[src/rtl/logic_sweep_unit.sv]
// logic_sweep_unit: registered bitwise logic unit with a valid/ready result
// port and a four-step truth-table sweep mode.
//
// Normal operation applies the selected function to (a, b) and delivers the
// result one cycle later. A sweep replays the latched function over the four
// operand combinations {a_bit, b_bit} = 00, 01, 10, 11. Each combination is
// replicated across all WIDTH bits. Results leave in order through the same
// output register, which honours back-pressure.
module logic_sweep_unit #(
    parameter int WIDTH = 4
) (
    input  logic             clk,
    input  logic             rst_n,
    input  logic [2:0]       op,
    input  logic [WIDTH-1:0] a,
    input  logic [WIDTH-1:0] b,
    input  logic             in_valid,
    output logic             in_ready,
    input  logic             sweep_start,
    output logic [WIDTH-1:0] y,
    output logic             out_valid,
    input  logic             out_ready,
    output logic             out_sweep,
    output logic [1:0]       out_idx,
    output logic             busy,
    output logic             sweep_done
);

    // Function select encoding; every 3-bit value is a legal function.
    typedef enum logic [2:0] {
        OP_AND   = 3'b000,
        OP_OR    = 3'b001,
        OP_XOR   = 3'b010,
        OP_NAND  = 3'b011,
        OP_NOR   = 3'b100,
        OP_XNOR  = 3'b101,
        OP_INHIB = 3'b110,
        OP_IMPLY = 3'b111
    } op_t;

    typedef enum logic [1:0] {
        IDLE  = 2'd0,
        SWEEP = 2'd1,
        DRAIN = 2'd2
    } state_t;

    // Purely bitwise: each result bit depends only on the same bit of a and b.
    function automatic logic [WIDTH-1:0] apply_op(
        input op_t              f,
        input logic [WIDTH-1:0] x,
        input logic [WIDTH-1:0] z
    );
        logic [WIDTH-1:0] r;
        case (f)
            OP_AND:   r = x & z;
            OP_OR:    r = x | z;
            OP_XOR:   r = x ^ z;
            OP_NAND:  r = ~(x & z);
            OP_NOR:   r = ~(x | z);
            OP_XNOR:  r = ~(x ^ z);
            OP_INHIB: r = ~x & z;
            OP_IMPLY: r = ~x | z;
            default:  r = '0;
        endcase
        return r;
    endfunction

    state_t           state;
    state_t           state_next;
    logic [1:0]       step;
    logic [1:0]       step_next;
    op_t              sweep_op;
    op_t              sweep_op_next;
    logic             done_next;

    logic             adv;
    logic             load_norm;
    logic             load_sweep;
    logic [WIDTH-1:0] sweep_a;
    logic [WIDTH-1:0] sweep_b;
    logic [WIDTH-1:0] result;

    // The output register can take new data when it is empty or being drained.
    assign adv       = !out_valid || out_ready;
    // A sweep request takes priority over an operand pair offered in the same cycle.
    assign in_ready  = (state == IDLE) && !sweep_start && adv;
    assign load_norm = in_valid && in_ready;
    assign busy      = (state != IDLE);

    // Sweep operands: step[1] drives every bit of a, step[0] every bit of b.
    assign sweep_a = {WIDTH{step[1]}};
    assign sweep_b = {WIDTH{step[0]}};

    // Select the operand source for whichever load happens this cycle.
    always_comb begin
        result = '0;
        if (load_norm) begin
            result = apply_op(op_t'(op), a, b);
        end else begin
            result = apply_op(sweep_op, sweep_a, sweep_b);
        end
    end

    // Next-state logic for the sweep sequencer and its control strobes.
    always_comb begin
        // NOTE: every output of this block gets a default first so no path
        // leaves a value unassigned, which would otherwise infer a latch.
        state_next    = state;
        step_next     = step;
        sweep_op_next = sweep_op;
        load_sweep    = 1'b0;
        done_next     = 1'b0;
        case (state)
            IDLE: begin
                if (sweep_start) begin
                    sweep_op_next = op_t'(op);
                    step_next     = 2'd0;
                    state_next    = SWEEP;
                end
            end
            SWEEP: begin
                // Back-pressure freezes the step so no sweep result is lost.
                if (adv) begin
                    load_sweep = 1'b1;
                    step_next  = step + 2'd1;
                    if (step == 2'd3) begin
                        state_next = DRAIN;
                    end
                end
            end
            DRAIN: begin
                // The sweep finishes only when the consumer takes the last step.
                if (out_valid && out_ready && (out_idx == 2'd3)) begin
                    state_next = IDLE;
                    done_next  = 1'b1;
                end
            end
            default: begin
                state_next = IDLE;
            end
        endcase
    end

    // Sequencer state, step counter, latched sweep function and done pulse.
    always_ff @(posedge clk or negedge rst_n) begin
        if (!rst_n) begin
            state      <= IDLE;
            step       <= 2'd0;
            sweep_op   <= OP_AND;
            sweep_done <= 1'b0;
        end else begin
            // NOTE: sequential state uses non-blocking assignments so every
            // register samples values from before the clock edge.
            state      <= state_next;
            step       <= step_next;
            sweep_op   <= sweep_op_next;
            sweep_done <= done_next;
        end
    end

    // Output register: load normal or sweep results, clear valid on consumption.
    always_ff @(posedge clk or negedge rst_n) begin
        if (!rst_n) begin
            y         <= '0;
            out_valid <= 1'b0;
            out_sweep <= 1'b0;
            out_idx   <= 2'd0;
        end else if (load_norm) begin
            y         <= result;
            out_valid <= 1'b1;
            out_sweep <= 1'b0;
            out_idx   <= 2'd0;
        end else if (load_sweep) begin
            y         <= result;
            out_valid <= 1'b1;
            out_sweep <= 1'b1;
            out_idx   <= step;
        end else if (out_valid && out_ready) begin
            out_valid <= 1'b0;
        end
    end

endmodule

[config.mk]
export PLATFORM = sky130hd
export DESIGN_NAME = logic_sweep_unit
export DESIGN_NICKNAME = d
export VERILOG_FILES = /design/src/rtl/logic_sweep_unit.sv
export SDC_FILE = /design/constraint.sdc
export NUM_CORES = 1
export LEC_CHECK = 0
export ABC_AREA = 1
export BUFFER_PORTS_ARGS = -buffer_cell sky130_fd_sc_hd__buf_2
export CAP_MARGIN = 5
export CORE_UTILIZATION = 40
export DETAILED_ROUTE_END_ITERATION = 6
export SYNTH_ARGS = -nofsm -noshare
export SYNTH_HDL_FRONTEND = slang
export SYNTH_SLANG_ARGS = --single-unit
[constraint.sdc]
create_clock -name clk -period 1.3 [get_ports clk]
set_input_delay 0.195 -clock clk [delete_from_list [all_inputs] [get_ports clk]]
set_output_delay 0.195 -clock clk [all_outputs]
set_load 0.005 [all_outputs]
### After elaboration in Yosys (flattened, before gate mapping)

Index checks and enable logic that the tools add are counted.
W data, S select, Z words.

| cells by class | value |
|---|---|
| add/sub/neg operators | 1 |
| equal/unequal tests | 22 |
| multiplexer cells | 24 |
| bitwise logic cells | 18 |
| reduce and logical (&&, ||, !) cells | 18 |

Operators with widths:

| operator | count |
|---|---|
| $pmux W4 S8 | 2 |
| $not A4 Y4 | 8 |
| $eq A3 B3 Y1 const B | 8 |
| $and A4 B4 Y4 | 4 |
| $mux W2 | 8 |
| $or A4 B4 Y4 | 4 |
| $eq A3 B2 Y1 const B | 4 |
| $mux W4 | 3 |
| $mux W1 | 9 |
| $ne A2 B2 Y1 const B | 4 |
| $xor A4 B4 Y4 | 2 |
| $eq A2 B2 Y1 const B | 3 |
| $eq A3 B1 Y1 const B | 2 |
| $logic_not A3 Y1 | 2 |
| $pmux W2 S3 | 1 |
| $reduce_bool A2 Y1 | 3 |
| $logic_and A1 B1 Y1 | 5 |
| $pmux W2 S2 | 1 |
| $reduce_and A4 Y1 | 1 |
| $reduce_and A3 Y1 | 1 |
| $reduce_bool A3 Y1 | 1 |
| $add A2 B1 Y2 const B | 1 |
| $eq A2 B1 Y1 const B | 1 |
| $logic_not A1 Y1 | 2 |
| 3 further kinds | 3 |

| storage, ports and cells | value |
|---|---|
| flip-flop bits (word level) | 16 |
| bits of input ports | 16 |
| output and inout port bits | 11 |
| word-level logic and storage cells | 91 |

### Logic depth before layout (Yosys ltp)

| depth | value |
|---|---|
| depth in word-level cells | 7 |
| depth in mapped cells | 11 |
| depth with buffers taken out | 11 |

### Worst setup path after synthesis

No wires, ideal clock.

| path | value |
|---|---|
| path kind | reg2reg |
| from | register step[0] |
| to | register y[0] |
| library setup time | 0.116 ns |
| arrival | 1.246 ns |
| setup slack | -0.063 ns |
| cell stages (with the launch flop) | 11 |
| buffers on the path | 0 |
| clock period less this slack | 1.363 ns |
| path through | dfrtp_1 > inv_1 > ha_1 > nand2_1 > nand2_1 > o21ai_0 > nand2_1 > nand3_2 > nand2_1 > nand2_1 > nand2_1 |

| between the ends | value |
|---|---|
| cells in the longest elaborated chain, start to end | 6 |
| elaborated cells between the ends (all ways) | 12 |
| those cells by class | mux: 4; bitwise: 8 |

Ends and longest elaborated chain:

| what | RTL line | text |
|---|---|---|
| start, declared | 70 | `logic [1:0] step;` |
| start signal, assigned | 155 | `step <= step_next;` |
| $xor A4 B4 Y4 (tied with other cells) | 57, 60 |  |
| $not A4 Y4 (on tied branches) | 60, 58, 59 |  |
| $pmux W4 S8 (*) | 54 | `case (f)` |
| $mux W4 (*) | 97 | `if (load_norm) begin` |
| $mux W4 | 173 | `end else if (load_sweep) begin` |
| $mux W4 (*) | 168 | `end else if (load_norm) begin` |
| end signal, assigned | 169 | `y <= result;` |
| end signal, assigned | 174 | `y <= result;` |
| end, declared | 20 | `output logic [WIDTH-1:0] y,` |

Mark *: on every way between the ends. The rest lies on a longest branch, timed or not. The select of a mux whose other input is x is not followed.
A chain may end at the register's enable or synchronous reset.

### Worst setup path in the final report

| path | value |
|---|---|
| from | register step[1] |
| to | register y[3] |

| between the ends | value |
|---|---|
| cells in the longest elaborated chain, start to end | 6 |
| elaborated cells between the ends (all ways) | 13 |
| those cells by class | mux: 4; bitwise: 9 |

Ends and longest elaborated chain:

| what | RTL line | text |
|---|---|---|
| $not A4 Y4 (tied with other cells) | 61, 62 |  |
| $or A4 B4 Y4 (tied with other cells) | 62 | `OP_IMPLY: r = ~x \| z;` |
| $pmux W4 S8 (*) | 54 |  |
| $mux W4 (*) | 97 |  |
| $mux W4 | 173 |  |
| $mux W4 (*) | 168 |  |

Marks and branches as above.

==> flow_metrics.py <==
metrics = {
    "run_status": {
        "status": "complete, but fails checks",
        "violations": "setup timing",
    },
    "sta": {
        "fin_setup_tns_ns": -0.613,
        "finalHoldViolCount": 0,
        "drv_slew": 0,
        "finalClockSkew_ns": 0.00353,
        "setup_viol": 7,
        "relSlewSlack_pct": 74.9,
        "fin_crit_ns": 1.41,
        "fin_crit_sh_pct": 109,
        "final.setup.worst_slack_ns": -0.112,
        "hold-worst-slack_ns": 0.214,
        "fmax_mhz": 708,
        "grt_setup_unrepaired": "yes",
        "tightest_slew_ns": 0.376,
    },
    "setup_path": {
        "path_delay_family": "simple AND/OR/NAND/NOR gates",
        "path_max_fanout": 4,
        "cp_slowest_stage_delay_ns": 0.43,
        "crit_path_frequent_cell": "nand2_1",
        "worstSetupPathType": "flop to flop",
        "worst-path-buf-inv": 1,
        "critical_path.startpoint_type": "flop",
        "arrival_ns": 1.61,
        "slowest_stage": "dfrtp_1",
        "required_ns": 1.49,
        "crit_path_end_kind": "flop",
        "crit_chain": "inv_2, ha_4, nand2_2, nand2_2, o21ai_2, nand2_1, nand3_2, nand2_1, nand2_1, nand2_1",
    },
    "global_route": {
        "grt_usage_pct": 18.3,
        "grt_pass1_vias": 1204,
        "grt_max_degree": 17,
        "antenna_found_initial": 0,
        "grt_pass1_wl_um": 5660,
        "gr-total-overflow": 0,
    },
    "yosys": {
        "synth_xor_xnor_area_share_pct": 0,
        "ys_types": 23,
        "synthArstFlopShare_pct": 100,
        "ys_ff_latch": 16,
        "synth_compound_area_share_pct": 6.72,
        "synthesis.nets": 245,
        "synth_mux_area_share_pct": 0,
        "synth_edf_count": 0,
        "ys_seq_area_share_pct": 27.2,
        "synth_ff_type": "dfrtp_1",
        "synthAdderAreaFrac_pct": 17.0,
        "ys_warn_count": 0,
        "syn-cell-area_um2": 1470,
        "synthSimpleGateAreaFrac_pct": 37.0,
        "synth_top_family_by_area": "simple AND/OR/NAND/NOR gates",
        "syn_area_per_cell_um2": 7.03,
        "synthCells": 209,
    },
    "flow_run": {
        "cap_violations": 0,
    },
    "finish": {
        "regArea_um2": 400,
        "final_util_pct": 56.5,
        "multi_input_area_um2": 941,
        "diodes": 0,
        "drive_gt1_share_pct": 34.6,
        "syn_to_final_growth_pct": 31.2,
        "fin_nets": 300,
        "fillers": 344,
    },
    "placed_design": {
        "globalplace.congestion": 0.823,
        "place_hpwl_um": 2520,
        "place_ws_ns": -0.0872,
        "io_buffers": 26,
    },
    "power": {
        "power_switching_share_pct": 44.2,
        "power.clock.fraction_pct": 11.0,
        "irDropWorstVdd_uv": 1050,
        "intPower_mw": 1.75,
        "p_switching_mw": 1.39,
        "leakage_nw": 1.12,
        "finalPower_mw": 3.14,
        "combPwrFrac_pct": 60.1,
        "powerDensity_nw_per_um2": 1630,
        "seq_power_share_pct": 29.0,
    },
    "drt": {
        "drc": 0,
        "ant_nets": 0,
        "dr.pass1.iters": 4,
        "routed_wirelength_um": 3320,
        "viasPerCell": 4.61,
        "drtIter0Drc": 79,
        "drt-wirelength-per-cell_um": 10.7,
        "dr_total_vias": 1425,
    },
    "cts": {
        "cts_buffer_depth": 2,
        "cts-root-buf": "clkbuf_4",
        "cts_buffers": 3,
        "h-tree-depth": 1,
        "cts.sinks": 16,
        "cts_tree": "built",
        "clk_latency_ns": 0.29,
        "clkTransAtPathRegs_ns": 0.10,
    },
    "min_path": {
        "hold_class": "input port to flop",
    },
    "floorplanning": {
        "die_w_um": 62.6,
        "dieArea_um2": 3920,
        "initial_core_util_pct": 43.0,
        "die_y_um": 62.6,
        "ioPinCount": 27,
        "coreArea_um2": 3420,
        "row_count": 21,
    },
}
[tightest hold or removal path, cell delays in order]
cell and delay [ns]:
buf_2 0.12, nand4_1 0.12, nor2_1 0.05
[sequential cells by signal, indices dropped and copies added (netlist names)]
name and count:
sweep_op 3, sweep_done 1, out_sweep 1, state 2, out_valid 1, y 4
step 2, out_idx 2
[what timing repair did]
| item | in CTS | in global routing |
|---|---|---|
| resized for setup | 1 | 13 |
| setup buffers | 6 | 0 |
| setup endpoints to repair | 6 | 9 |
| hold buffers | 1 | 0 |
| cloned | 0 | 0 |
| pin swaps | 6 | 12 |
| endpoints found under the hold margin | 16 | 0 |
[through the flow]
step / std cells / area (um2)
final: 309 / 1930
after global routing: 309 / 1930
after CTS: 309 / 1890
after detailed placement: 298 / 1800
after global placement: 298 / 1800
after floorplan: 209 / 1480
[path summary, 6_finish.rpt]
kind / startpoint / end / slack, ns / cells after the start
min in group asynchronous: rst_n / sweep_done / 0.33 / 2
max in group asynchronous: rst_n / y[2] / 0.69 / 2
min reg2reg: y[1] / y[1] / 0.49 / 2
max reg2reg: step[1] / y[3] / -0.11 / 10
min: out_ready / sweep_done / 0.21 / 3
max: step[1] / y[3] / -0.11 / 10
[power groups by stage]
stage          Clock (mW)  Sequential, mW  Combinational [mW]
4_1_cts             0.349           0.892                1.75
3_3_place_gp            0           0.905                1.63
3_5_place_dp            0           0.906                1.64
2_1_floorplan           0           0.890                1.06
6_report            0.344           0.909                1.89
5_1_grt             0.381           0.946                2.13
[metal layers]
| metal | vias up | wire length [um] | global-route usage (%) |
|---|---|---|---|
| li1 | 769 | - | - |
| met1 | 622 | 1740 | 28.7 |
| met2 | 34 | 1410 | 24.9 |
| met3 | 0 | 169 | 4.56 |
| met4 | 0 | 0 | 3.49 |
| met5 | - | 0 | 0 |
[Yosys cell counts, types with 5 or more instances]
library cell | n | share of area (%)
a21oi_1 | 6 | 2.0
dfrtp_1 | 16 | 27
ha_1 | 20 | 17
inv_1 | 32 | 8.2
inv_2 | 5 | 1.3
nand2_1 | 64 | 16
nand3_1 | 8 | 2.7
nand4_1 | 13 | 5.5
nor2_1 | 10 | 2.6
nor2_2 | 6 | 2.6
o21ai_0 | 5 | 1.7
o21ai_1 | 5 | 1.7
[cell families (layout without fill, tap and decap cells)]
family,Yosys count,count (layout)
adders and majority gates,20,20
DFF,16,16
buffers and inverters,42,96
and+or+nand+nor,113,113
AOI/OAI and AO/OA,18,18
[area by class of cell]
type                       instances  share of cell area, %
clock buffer                       4                   1.88
inverter                          38                   7.65
multi-input combinational        151                   48.8
sequential                        16                   20.8
tap                               46                   2.98
timing repair buffer              54                   18.0
[cell usage in the layout (no fill, tap or decap), types with 4 or more instances in the layout]
cell | synthesis | final
buf_2 | 1 | 26
inv_1 | 32 | 28
dfrtp_1 | 16 | 16
inv_2 | 5 | 9
a21oi_1 | 6 | 6
ha_1 | 20 | 19
o21ai_0 | 5 | 4
nand3b_1 | 4 | 4
o21ai_1 | 5 | 5
nor2_2 | 6 | 6
nand2_1 | 64 | 57
buf_4 | 2 | 26
nand3_1 | 8 | 8
nor2_1 | 10 | 10
nand2_2 | 2 | 8
nand4_1 | 13 | 13
Note: power is estimated with default switching activity, not from simulation.
